### config.mk
export PLATFORM = sky130hd
export DESIGN_NAME = chess_clock_ctrl_flat
export DESIGN_NICKNAME = d
export VERILOG_FILES = /design/src/rtl/chess_clock_ctrl_if.sv /design/src/rtl/chess_clock_ctrl.sv /design/src/flat_wrapper.sv
export SDC_FILE = /design/constraint.sdc
export NUM_CORES = 1
export LEC_CHECK = 0
export CAP_MARGIN = 20
export CORE_MARGIN = 5
export CORE_UTILIZATION = 53
export DETAILED_ROUTE_END_ITERATION = 8
export HOLD_SLACK_MARGIN = 0.05
export PLACE_DENSITY = 0.78
export SLEW_MARGIN = 25
export SYNTH_ARGS = -nofsm -noshare
export SYNTH_HDL_FRONTEND = slang
export SYNTH_SLANG_ARGS = --single-unit
### constraint.sdc
create_clock -name clk_four -period 2.6 [get_ports clk_four]
set_input_delay 0.52 -clock clk_four [delete_from_list [all_inputs] [get_ports clk_four]]
set_output_delay 0.52 -clock clk_four [all_outputs]
set_load 0.1 [all_outputs]
### src/rtl/chess_clock_ctrl_if.sv
// Signal bundle between the chess clock controller, its buttons, the two
// countdown timers and the display logic.
interface chess_clock_ctrl_if #(
  parameter int MOVE_CNT_W = 8
);
  logic                  btn_start;
  logic                  btn_reset;
  logic                  btn_p1;
  logic                  btn_p2;
  logic                  btn_pause;
  logic                  zero1;
  logic                  zero2;
  logic                  start;
  logic                  player;
  logic                  timer_reset;
  logic                  game_over;
  logic [1:0]            winner;
  logic [MOVE_CNT_W-1:0] move_count;

  modport master (
    input  btn_start, btn_reset, btn_p1, btn_p2, btn_pause, zero1, zero2,
    output start, player, timer_reset, game_over, winner, move_count
  );

  modport slave (
    output btn_start, btn_reset, btn_p1, btn_p2, btn_pause, zero1, zero2,
    input  start, player, timer_reset, game_over, winner, move_count
  );
endinterface

### src/rtl/chess_clock_ctrl.sv
// Chess clock game controller: button synchronize/debounce plus turn FSM.
// Optional pause feature is built when CHESS_PAUSE_EN is defined.
module chess_clock_ctrl #(
  parameter int DEB_CYCLES = 4,
  parameter int MOVE_CNT_W = 8
) (
  input logic                clk_four,
  input logic                reset_n,
  chess_clock_ctrl_if.master bus
);

  localparam int              CNT_W   = (DEB_CYCLES > 1) ? $clog2(DEB_CYCLES) : 1;
  localparam logic [CNT_W-1:0] CNT_MAX = CNT_W'(DEB_CYCLES - 1);

  localparam int B_START = 0;
  localparam int B_RESET = 1;
  localparam int B_P1    = 2;
  localparam int B_P2    = 3;
`ifdef CHESS_PAUSE_EN
  localparam int B_PAUSE = 4;
  localparam int NBTN    = 5;
`else
  localparam int NBTN    = 4;
`endif

  typedef enum logic [2:0] {
    IDLE   = 3'd0,
    RUN_P1 = 3'd1,
    RUN_P2 = 3'd2,
    OVER   = 3'd3
`ifdef CHESS_PAUSE_EN
    ,
    PAUSED = 3'd4
`endif
  } state_t;

  function automatic logic [MOVE_CNT_W-1:0] sat_inc(input logic [MOVE_CNT_W-1:0] v);
    return (&v) ? v : v + MOVE_CNT_W'(1);
  endfunction

  logic [NBTN-1:0]  btn_raw;
  logic [NBTN-1:0]  sync_p0;
  logic [NBTN-1:0]  sync_p1;
  logic [NBTN-1:0]  lvl_p2;
  logic [NBTN-1:0]  lvl_p3;
  logic [NBTN-1:0]  press;
  logic [CNT_W-1:0] deb_cnt [NBTN];

`ifdef CHESS_PAUSE_EN
  assign btn_raw = {bus.btn_pause, bus.btn_p2, bus.btn_p1, bus.btn_reset, bus.btn_start};
`else
  logic unused_pause;
  assign unused_pause = bus.btn_pause;
  assign btn_raw = {bus.btn_p2, bus.btn_p1, bus.btn_reset, bus.btn_start};
`endif

  // Stage p0/p1: synchronizer; p2: debounced level; p3: previous level for edge detect
  always_ff @(posedge clk_four or negedge reset_n) begin
    if (!reset_n) begin
      sync_p0 <= '0;
      sync_p1 <= '0;
      lvl_p2  <= '0;
      lvl_p3  <= '0;
      for (int i = 0; i < NBTN; i++) deb_cnt[i] <= '0;
    end else begin
      sync_p0 <= btn_raw;
      sync_p1 <= sync_p0;
      lvl_p3  <= lvl_p2;
      for (int i = 0; i < NBTN; i++) begin
        if (sync_p1[i] == lvl_p2[i]) begin
          deb_cnt[i] <= '0;
        end else if (deb_cnt[i] == CNT_MAX) begin
          lvl_p2[i]  <= sync_p1[i];
          deb_cnt[i] <= '0;
        end else begin
          deb_cnt[i] <= deb_cnt[i] + CNT_W'(1);
        end
      end
    end
  end

  assign press = lvl_p2 & ~lvl_p3;

  logic rst_ev, start_ev, p1_ev, p2_ev;
  assign rst_ev   = press[B_RESET];
  assign start_ev = press[B_START];
  assign p1_ev    = press[B_P1];
  assign p2_ev    = press[B_P2];
`ifdef CHESS_PAUSE_EN
  logic pause_ev;
  assign pause_ev = press[B_PAUSE];
`endif

  state_t                state_q, next_state;
  logic                  start_q, player_q, timer_reset_q, game_over_q;
  logic [1:0]            winner_q;
  logic [MOVE_CNT_W-1:0] move_cnt_q;
  logic                  start_d, player_d, timer_reset_d, game_over_d;
  logic [1:0]            winner_d;
  logic [MOVE_CNT_W-1:0] move_cnt_d;
  logic                  move_ok;

  // FSM state and registered outputs
  always_ff @(posedge clk_four or negedge reset_n) begin
    if (!reset_n) begin
      state_q       <= IDLE;
      start_q       <= 1'b0;
      player_q      <= 1'b0;
      timer_reset_q <= 1'b1;
      game_over_q   <= 1'b0;
      winner_q      <= 2'b00;
      move_cnt_q    <= '0;
    end else begin
      state_q       <= next_state;
      start_q       <= start_d;
      player_q      <= player_d;
      timer_reset_q <= timer_reset_d;
      game_over_q   <= game_over_d;
      winner_q      <= winner_d;
      move_cnt_q    <= move_cnt_d;
    end
  end

  // Priority: reset press > active zero flag > pause press > move press
  always_comb begin
    next_state = state_q;
    if (rst_ev) begin
      next_state = IDLE;
    end else begin
      case (state_q)
        IDLE:   if (start_ev) next_state = RUN_P1;
        RUN_P1: begin
          if (bus.zero1)    next_state = OVER;
`ifdef CHESS_PAUSE_EN
          else if (pause_ev) next_state = PAUSED;
`endif
          else if (p1_ev)   next_state = RUN_P2;
        end
        RUN_P2: begin
          if (bus.zero2)    next_state = OVER;
`ifdef CHESS_PAUSE_EN
          else if (pause_ev) next_state = PAUSED;
`endif
          else if (p2_ev)   next_state = RUN_P1;
        end
`ifdef CHESS_PAUSE_EN
        PAUSED: if (pause_ev) next_state = player_q ? RUN_P2 : RUN_P1;
`endif
        OVER:   next_state = OVER;
        default: next_state = IDLE;
      endcase
    end
  end

  always_comb begin
    move_ok       = ((state_q == RUN_P1) && (next_state == RUN_P2)) ||
                    ((state_q == RUN_P2) && (next_state == RUN_P1));
    start_d       = (next_state == RUN_P1) || (next_state == RUN_P2);
    game_over_d   = (next_state == OVER);
    timer_reset_d = rst_ev;
    player_d      = player_q;
    winner_d      = winner_q;
    move_cnt_d    = move_cnt_q;
    if (rst_ev) begin
      player_d   = 1'b0;
      winner_d   = 2'b00;
      move_cnt_d = '0;
    end else begin
      if (next_state == RUN_P2)      player_d = 1'b1;
      else if (next_state == RUN_P1) player_d = 1'b0;
      if ((state_q == RUN_P1) && (next_state == OVER)) winner_d = 2'b10;
      if ((state_q == RUN_P2) && (next_state == OVER)) winner_d = 2'b01;
      if (move_ok) move_cnt_d = sat_inc(move_cnt_q);
    end
  end

  assign bus.start       = start_q;
  assign bus.player      = player_q;
  assign bus.timer_reset = timer_reset_q;
  assign bus.game_over   = game_over_q;
  assign bus.winner      = winner_q;
  assign bus.move_count  = move_cnt_q;

endmodule

### src/flat_wrapper.sv
// flat-port wrapper written by rule: the top's interface ports become plain ports
module chess_clock_ctrl_flat 
#(
  parameter int DEB_CYCLES = 4,
  parameter int MOVE_CNT_W = 8
)
  (clk_four, reset_n, bus_btn_start, bus_btn_reset, bus_btn_p1, bus_btn_p2, bus_btn_pause, bus_zero1, bus_zero2, bus_start, bus_player, bus_timer_reset, bus_game_over, bus_winner, bus_move_count);
  chess_clock_ctrl_if #(.MOVE_CNT_W(MOVE_CNT_W)) bus_i ();
  input logic clk_four;
  input logic reset_n;
  input wire logic [$bits(bus_i.btn_start)-1:0] bus_btn_start;
  input wire logic [$bits(bus_i.btn_reset)-1:0] bus_btn_reset;
  input wire logic [$bits(bus_i.btn_p1)-1:0] bus_btn_p1;
  input wire logic [$bits(bus_i.btn_p2)-1:0] bus_btn_p2;
  input wire logic [$bits(bus_i.btn_pause)-1:0] bus_btn_pause;
  input wire logic [$bits(bus_i.zero1)-1:0] bus_zero1;
  input wire logic [$bits(bus_i.zero2)-1:0] bus_zero2;
  output wire logic [$bits(bus_i.start)-1:0] bus_start;
  output wire logic [$bits(bus_i.player)-1:0] bus_player;
  output wire logic [$bits(bus_i.timer_reset)-1:0] bus_timer_reset;
  output wire logic [$bits(bus_i.game_over)-1:0] bus_game_over;
  output wire logic [$bits(bus_i.winner)-1:0] bus_winner;
  output wire logic [$bits(bus_i.move_count)-1:0] bus_move_count;
  assign bus_i.btn_start = bus_btn_start;
  assign bus_i.btn_reset = bus_btn_reset;
  assign bus_i.btn_p1 = bus_btn_p1;
  assign bus_i.btn_p2 = bus_btn_p2;
  assign bus_i.btn_pause = bus_btn_pause;
  assign bus_i.zero1 = bus_zero1;
  assign bus_i.zero2 = bus_zero2;
  assign bus_start = bus_i.start;
  assign bus_player = bus_i.player;
  assign bus_timer_reset = bus_i.timer_reset;
  assign bus_game_over = bus_i.game_over;
  assign bus_winner = bus_i.winner;
  assign bus_move_count = bus_i.move_count;
  chess_clock_ctrl #(.DEB_CYCLES(DEB_CYCLES), .MOVE_CNT_W(MOVE_CNT_W)) u_core (.clk_four(clk_four), .reset_n(reset_n), .bus(bus_i));
endmodule
==> impl_metrics.py, run 1 <==
metrics = {
    "cts": {
        "max-clock-path-buffers": 2,
        "clock_sinks": 41,
        "cts_inserted_buffers": 5,
        "holdBufCountCts": 0,
        "post_cts_resized": 0,
        "cts_tree": "yes",
        "cts_max_level": 2,
        "clock-root-buffer": "clkbuf_4",
        "clkTransAtPathRegs_ns": 0.12,
        "insertion_delay_ns": 0.34,
        "cts_setup_buffers": 0,
    },
    "logic_synthesis": {
        "postSynthAreaPerCell_um2": 12.8,
        "ys_ff_latch": 41,
        "yosysTopAreaCell": "dfrtp_1",
        "synth_nets": 143,
        "yosysSeqAreaShare": 0.621,
        "synth_area_um2": 1650,
        "synth_top_area_frac": 0.605,
        "yosysUniqueCellTypes": 37,
        "netlist_instances": 129,
        "yosys_warnings": 0,
        "synth_area_leaders": "dfrtp_1 (61%), ha_1 (3.8%), mux2_2 (3.4%), nor2b_1 (2.3%), a21oi_1 (2.1%)",
    },
    "global_routing": {
        "grt_max_degree": 42,
        "grt.busiest_layer": "met2",
        "gr-usage-met3": 0.0408,
        "gr-total-overflow": 0,
        "antenna_found_initial": 0,
        "first_global_vias": 1083,
        "track_usage": 0.139,
        "met1_usage": 0.164,
        "grt_pass1_wl_um": 4540,
        "met2_usage": 0.229,
    },
    "drt": {
        "drtPass1Iterations": 4,
        "finalWirelength_um": 2630,
        "avgViaCountPerCell": 5.20,
        "wl_per_cell_um": 12.9,
        "drc": 0,
        "vias": 1055,
        "first_iter_violations": 28,
        "ant_nets": 0,
    },
    "cells_and_area": {
        "final_util": 0.647,
        "layout_commonest_cell": "dfrtp_1",
        "syn_to_final_growth_pct": 18.4,
        "nets": 172,
        "antenna_cells": 0,
        "layout_common_cells": "dfrtp_1 (40), buf_4 (18), a21oi_1 (7)",
        "drive_gt1_frac": 0.226,
        "stdcell_count": 203,
    },
    "setup_path": {
        "crit_path_start": "bus_zero1",
        "cp-start-kind": "input pin",
        "worst-setup-path-type": "in2reg",
        "cp-end-kind": "flop",
        "cp.required_ns": 2.89,
        "critical_path.max_fanout": 10,
        "crit_arrival_ns": 2.50,
        "timing.rr.start": "u_core.lvl_p2[2]",
    },
    "timing": {
        "fin_skew_ns": 0.0108,
        "tightest_slew_ns": 0.856,
        "setup_viol": 0,
        "fin_ws_ns": 0.394,
        "max_freq_mhz": 453,
        "slew_violations": 0,
        "hold_viol": 0,
        "rsz0062_at_grt": "no",
        "finalCriticalPeriod_ns": 2.21,
        "slew_headroom": 0.429,
        "finalSetupTns_ns": 0,
        "fin_crit_sh": 0.848,
    },
    "power": {
        "leakage_nw": 0.894,
        "cellPowerDensity_nw_per_um2": 964,
        "vdd_drop_max_uv": 474,
        "totalPowerFinal_mw": 1.89,
    },
    "die": {
        "start_util": 0.546,
        "fp.coreArea_um2": 3030,
        "die_w_um": 65.9,
        "ios": 23,
        "fp-row-count": 20,
        "die_h_um": 65.9,
        "dieArea_um2": 4340,
    },
    "hold_path": {
        "hp-class": "in2async",
    },
    "placed_design": {
        "hpwl_um": 1850,
        "port-buffer-count": 21,
        "post-place-ws_ns": 0.0310,
        "routabilityCongestion": 0.849,
        "post-place-cells": 195,
    },
    "flow_run": {
        "cap_violations": 0,
    },
    "status": {
        "status": "finished, final reports clean",
    },
}
## cells by family (layout without fill, tap and decap cells)
group           Yosys count  after routing  share of synthesized area
compound gates           24             24                     0.0946
simple gates             39             39                      0.150
buf+inv                   7             37                     0.0219
mux                       6              6                     0.0401
xor+xnor                  5              5                     0.0265
other cells               1              1                    0.00227
fa+ha+maj                 6              6                     0.0439
flops                    41             41                      0.621
## metrics by stage
| step | instance area [um2] | hold WS [ns] |
|---|---|---|
| 2_1_floorplan | 1650 | 0.224 |
| 3_3_place_gp | 1890 | 0.333 |
| 3_5_place_dp | 1890 | 0.337 |
| 4_1_cts | 1960 | 0.303 |
| 5_1_grt | 1960 | 0.358 |
| 6_report | 1960 | 0.268 |
## power breakdown
group	leakage, nW	internal (mW)	total (mW)	switching, mW
Combinational	0.336	0.235	0.634	0.399
Sequential	0.517	0.800	0.906	0.106
Clock	0.0413	0.157	0.349	0.192
## routing by layer
| layer | part of all wire | vias to the layer above |
|---|---|---|
| met5 | 0 | - |
| met4 | 0.013 | 0 |
| met3 | 0.052 | 5 |
| met2 | 0.49 | 25 |
| met1 | 0.44 | 506 |
| li1 | - | 519 |
## cell usage after synthesis (all sizes together)
cell type and instances:
dfrtp 40, a21oi 7, nand2 6, nor2b 6, o21ai 6, ha 5
mux2 5, nor3 5, o211ai 4, o31ai 4, or3 4, xnor2 4
buf 3, inv 3, nand2b 3, and2 2, and3 2, nand4 2
nor3b 2, or4b 2, a211oi 1, a41o 1, a41oi 1, clkinv 1
conb 1, dfstp 1, maj3 1, mux2i 1, nand3 1, nand3b 1
nor2 1, nor4bb 1, or4 1, xor2 1
## final timing paths
path	endpoint	slack, ns	cells after the start
setup / recovery	u_core.bus.move_count[2]	0.39	6
hold / removal	u_core.bus.move_count[5]	0.27	1
setup reg to reg	u_core.bus.move_count[2]	0.46	6
hold reg to reg	u_core.sync_p1[1]	0.36	0
max in group asynchronous	u_core.deb_cnt[3]	1.79	1
min in group clk_four	u_core.sync_p1[1]	0.36	0
## registers in the layout, summed over array words and instances (netlist names)
register                count
u_core.bus.game_over        1
u_core.bus.move_count       8
u_core.bus.player           1
u_core.bus.start            1
u_core.bus.timer_reset      1
u_core.bus.winner           2
u_core.deb_cnt              8
u_core.lvl_p2               4
u_core.lvl_p3               4
u_core.state_q              3
u_core.sync_p0              4
u_core.sync_p1              4
## critical path, stage by stage
cell and delay, ns:
clkdlybuf4s50_1 0.49, o31ai_1 0.09, or4b_1 0.47, mux2_2 0.35, or4_1 0.49, nand2_1 0.08
## final cells by class
| type | count | area, um2 |
|---|---|---|
| repair buffers | 25 | 200 |
| multi-input cells | 81 | 591 |
| inverters | 4 | 15.0 |
| clock inverters | 1 | 5.00 |
| flip-flops and latches | 41 | 1030 |
| clock buffers | 7 | 65.1 |
| fillers | 226 | 1070 |
| well taps | 44 | 55.1 |
(Power assumes the default switching activity.)
==> run 2, diff against run 1 <==
CORE_UTILIZATION = 48   (was 53)
PLACE_DENSITY = 0.74   (was 0.78)
clock period = 1.9 ns   (was 2.6 ns; I/O delays follow)
==> run 2 against run 1 <==
- the flow now finishes with violations (negative setup slack)
- combinational power up 74%
- sequential share of layout area is 6.1 points lower
- design area is 15% higher
- final cell count is 7.4% higher
- total power up 47%
- critical path depth unchanged
- setup slack worse by 0.47 ns
- first-iteration DRC count increased by 25%
- critical path type unchanged
- largest cell class unchanged
==> impl_metrics.py, run 2 (synthesis results as in run 1) <==
metrics = {
    "status": {
        "status": "finished, violations left",
        "violations": "negative setup slack",
    },
    "timing": {
        "max_freq_mhz": 506,
        "fin_ws_ns": -0.0767,
        "slew_violations": 0,
        "fin_hold_ws_ns": 0.365,
        "finalSetupTns_ns": -0.470,
        "rsz0062_at_grt": "yes",
        "fin_crit_sh": 1.04,
        "tightest_slew_ns": 0.623,
        "slew_headroom": 0.585,
        "fin_skew_ns": 0.00856,
        "hold_viol": 0,
        "setup_viol": 7,
        "finalCriticalPeriod_ns": 1.98,
    },
    "setup_path": {
        "crit_arrival_ns": 2.24,
        "worst-setup-path-type": "in2reg",
        "cp-start-kind": "input pin",
        "cp-end-kind": "flop",
        "worstRegToRegCells": 6,
        "critical_path.max_fanout": 6,
        "cp.required_ns": 2.17,
    },
    "power": {
        "cellPowerDensity_nw_per_um2": 1240,
        "sequentialPowerShare": 0.442,
        "switchingPower_mw": 1.03,
        "internal-power_mw": 1.75,
        "p_comb_frac": 0.398,
        "totalPowerFinal_mw": 2.78,
        "switching_share": 0.371,
        "clockPowerShare": 0.161,
        "vdd_drop_max_uv": 581,
        "leakage_nw": 0.996,
    },
    "hold_path": {
        "hold_depth": 0,
        "hp-class": "reg2reg",
    },
    "global_routing": {
        "grt_max_degree": 30,
        "gr-total-overflow": 0,
        "antenna_found_initial": 0,
        "first_global_vias": 1239,
        "grt_pass1_wl_um": 5400,
        "track_usage": 0.158,
    },
    "cts": {
        "cts_inserted_buffers": 5,
        "insertion_delay_ns": 0.35,
        "max-clock-path-buffers": 2,
        "cts_max_level": 2,
        "clkTransAtPathRegs_ns": 0.11,
        "clock_sinks": 41,
        "clock-root-buffer": "clkbuf_4",
        "cts_tree": "yes",
    },
    "placed_design": {
        "hpwl_um": 2310,
        "routabilityCongestion": 0.825,
        "post-place-ws_ns": -0.453,
        "placed_cell_area_um2": 2130,
        "port-buffer-count": 21,
        "post-place-cells": 207,
    },
    "die": {
        "die_w_um": 68.7,
        "start_util": 0.496,
        "fp-row-count": 21,
        "dieArea_um2": 4720,
        "fp.coreArea_um2": 3340,
        "die_h_um": 68.7,
        "ios": 23,
    },
    "drt": {
        "drtPass1Iterations": 4,
        "vias": 1161,
        "finalWirelength_um": 3170,
        "avgViaCountPerCell": 5.33,
        "drc": 0,
        "first_iter_violations": 35,
        "wl_per_cell_um": 14.5,
        "ant_nets": 0,
    },
    "cells_and_area": {
        "syn_to_final_growth_pct": 35.9,
        "antenna_cells": 0,
        "finalInstanceArea_um2": 2250,
        "stdcell_count": 218,
        "drive_gt1_frac": 0.366,
        "nets": 186,
        "layout_common_cells": "dfrtp_1 (33), buf_4 (19), buf_12 (10)",
        "final_util": 0.673,
        "layout_commonest_cell": "dfrtp_1",
    },
    "flow_run": {
        "cap_violations": 0,
    },
}
-- run 2: cell types whose count changed in the layout (fill, tap and decap cells not counted), moves of 2 or more --
cell and delta:
buf_12 +10, a21oi_1 -2, dfrtp_4 +2, a21oi_2 +2
dfrtp_2 +5, dfrtp_1 -7
-- run 2: layer usage --
layer / GRT usage / share of wire / wire (um) / vias up
met5: 0 / 0 / 0 / -
met4: 0.0730 / 0.010 / 33 / 0
met3: 0.0519 / 0.038 / 121 / 4
met2: 0.277 / 0.52 / 1660 / 24
met1: 0.172 / 0.43 / 1350 / 583
li1: - / - / - / 550
-- run 2: final timing paths --
kind,start,end,slack [ns]
min in group asynchronous,reset_n,u_core.lvl_p3[1],0.58
worst min register to register,u_core.sync_p0[0],u_core.sync_p1[0],0.36
worst max register to register,u_core.lvl_p2[1],u_core.bus.move_count[4],-0.07
worst min-delay path,u_core.sync_p0[0],u_core.sync_p1[0],0.36
worst max-delay path,bus_zero1,u_core.bus.move_count[4],-0.08
max in group asynchronous,reset_n,u_core.sync_p0[0],0.78
-- run 2: power by group through the flow --
stage / combinational (mW) / sequential (mW) / clock [mW]
finish: 1.10 / 1.23 / 0.447
global route: 1.18 / 1.25 / 0.498
CTS: 1.09 / 1.24 / 0.459
detailed placement: 1.05 / 1.25 / 0
global placement: 1.01 / 1.23 / 0
floorplan: 0.420 / 1.51 / 0
-- run 2: worst max-delay path, stage by stage --
cell,delay [ns]
clkdlybuf4s50_1,0.49
o31ai_1,0.10
or4b_4,0.50
mux2_4,0.32
or3_1,0.33
a21oi_2,0.13
-- run 2: timing repair --
item | 4_1_cts | 5_1_grt
endpoints found under the setup margin | 7 | 10
gates resized for setup | 3 | 3
pin swaps | 2 | 3
hold buffers | 1 | 0
setup buffers | 1 | 1
hold endpoints to repair | 26 | 0
gates cloned | 1 | 0
-- run 2: layout make-up --
cell class / instances / area, um2
fill: 256 / 1090
sequential: 41 / 1040
multi-input combinational: 82 / 646
timing repair buffer: 38 / 429
tap: 46 / 57.6
clock buffer: 6 / 51.3
inverter: 4 / 15.0
clock inverter: 1 / 7.51
==> run 3, diff against run 2 <==
CAP_MARGIN = unset   (was 20)
==> results of run 3 <==
No change in the layout: final DEF, timing and power equal those of run 2.
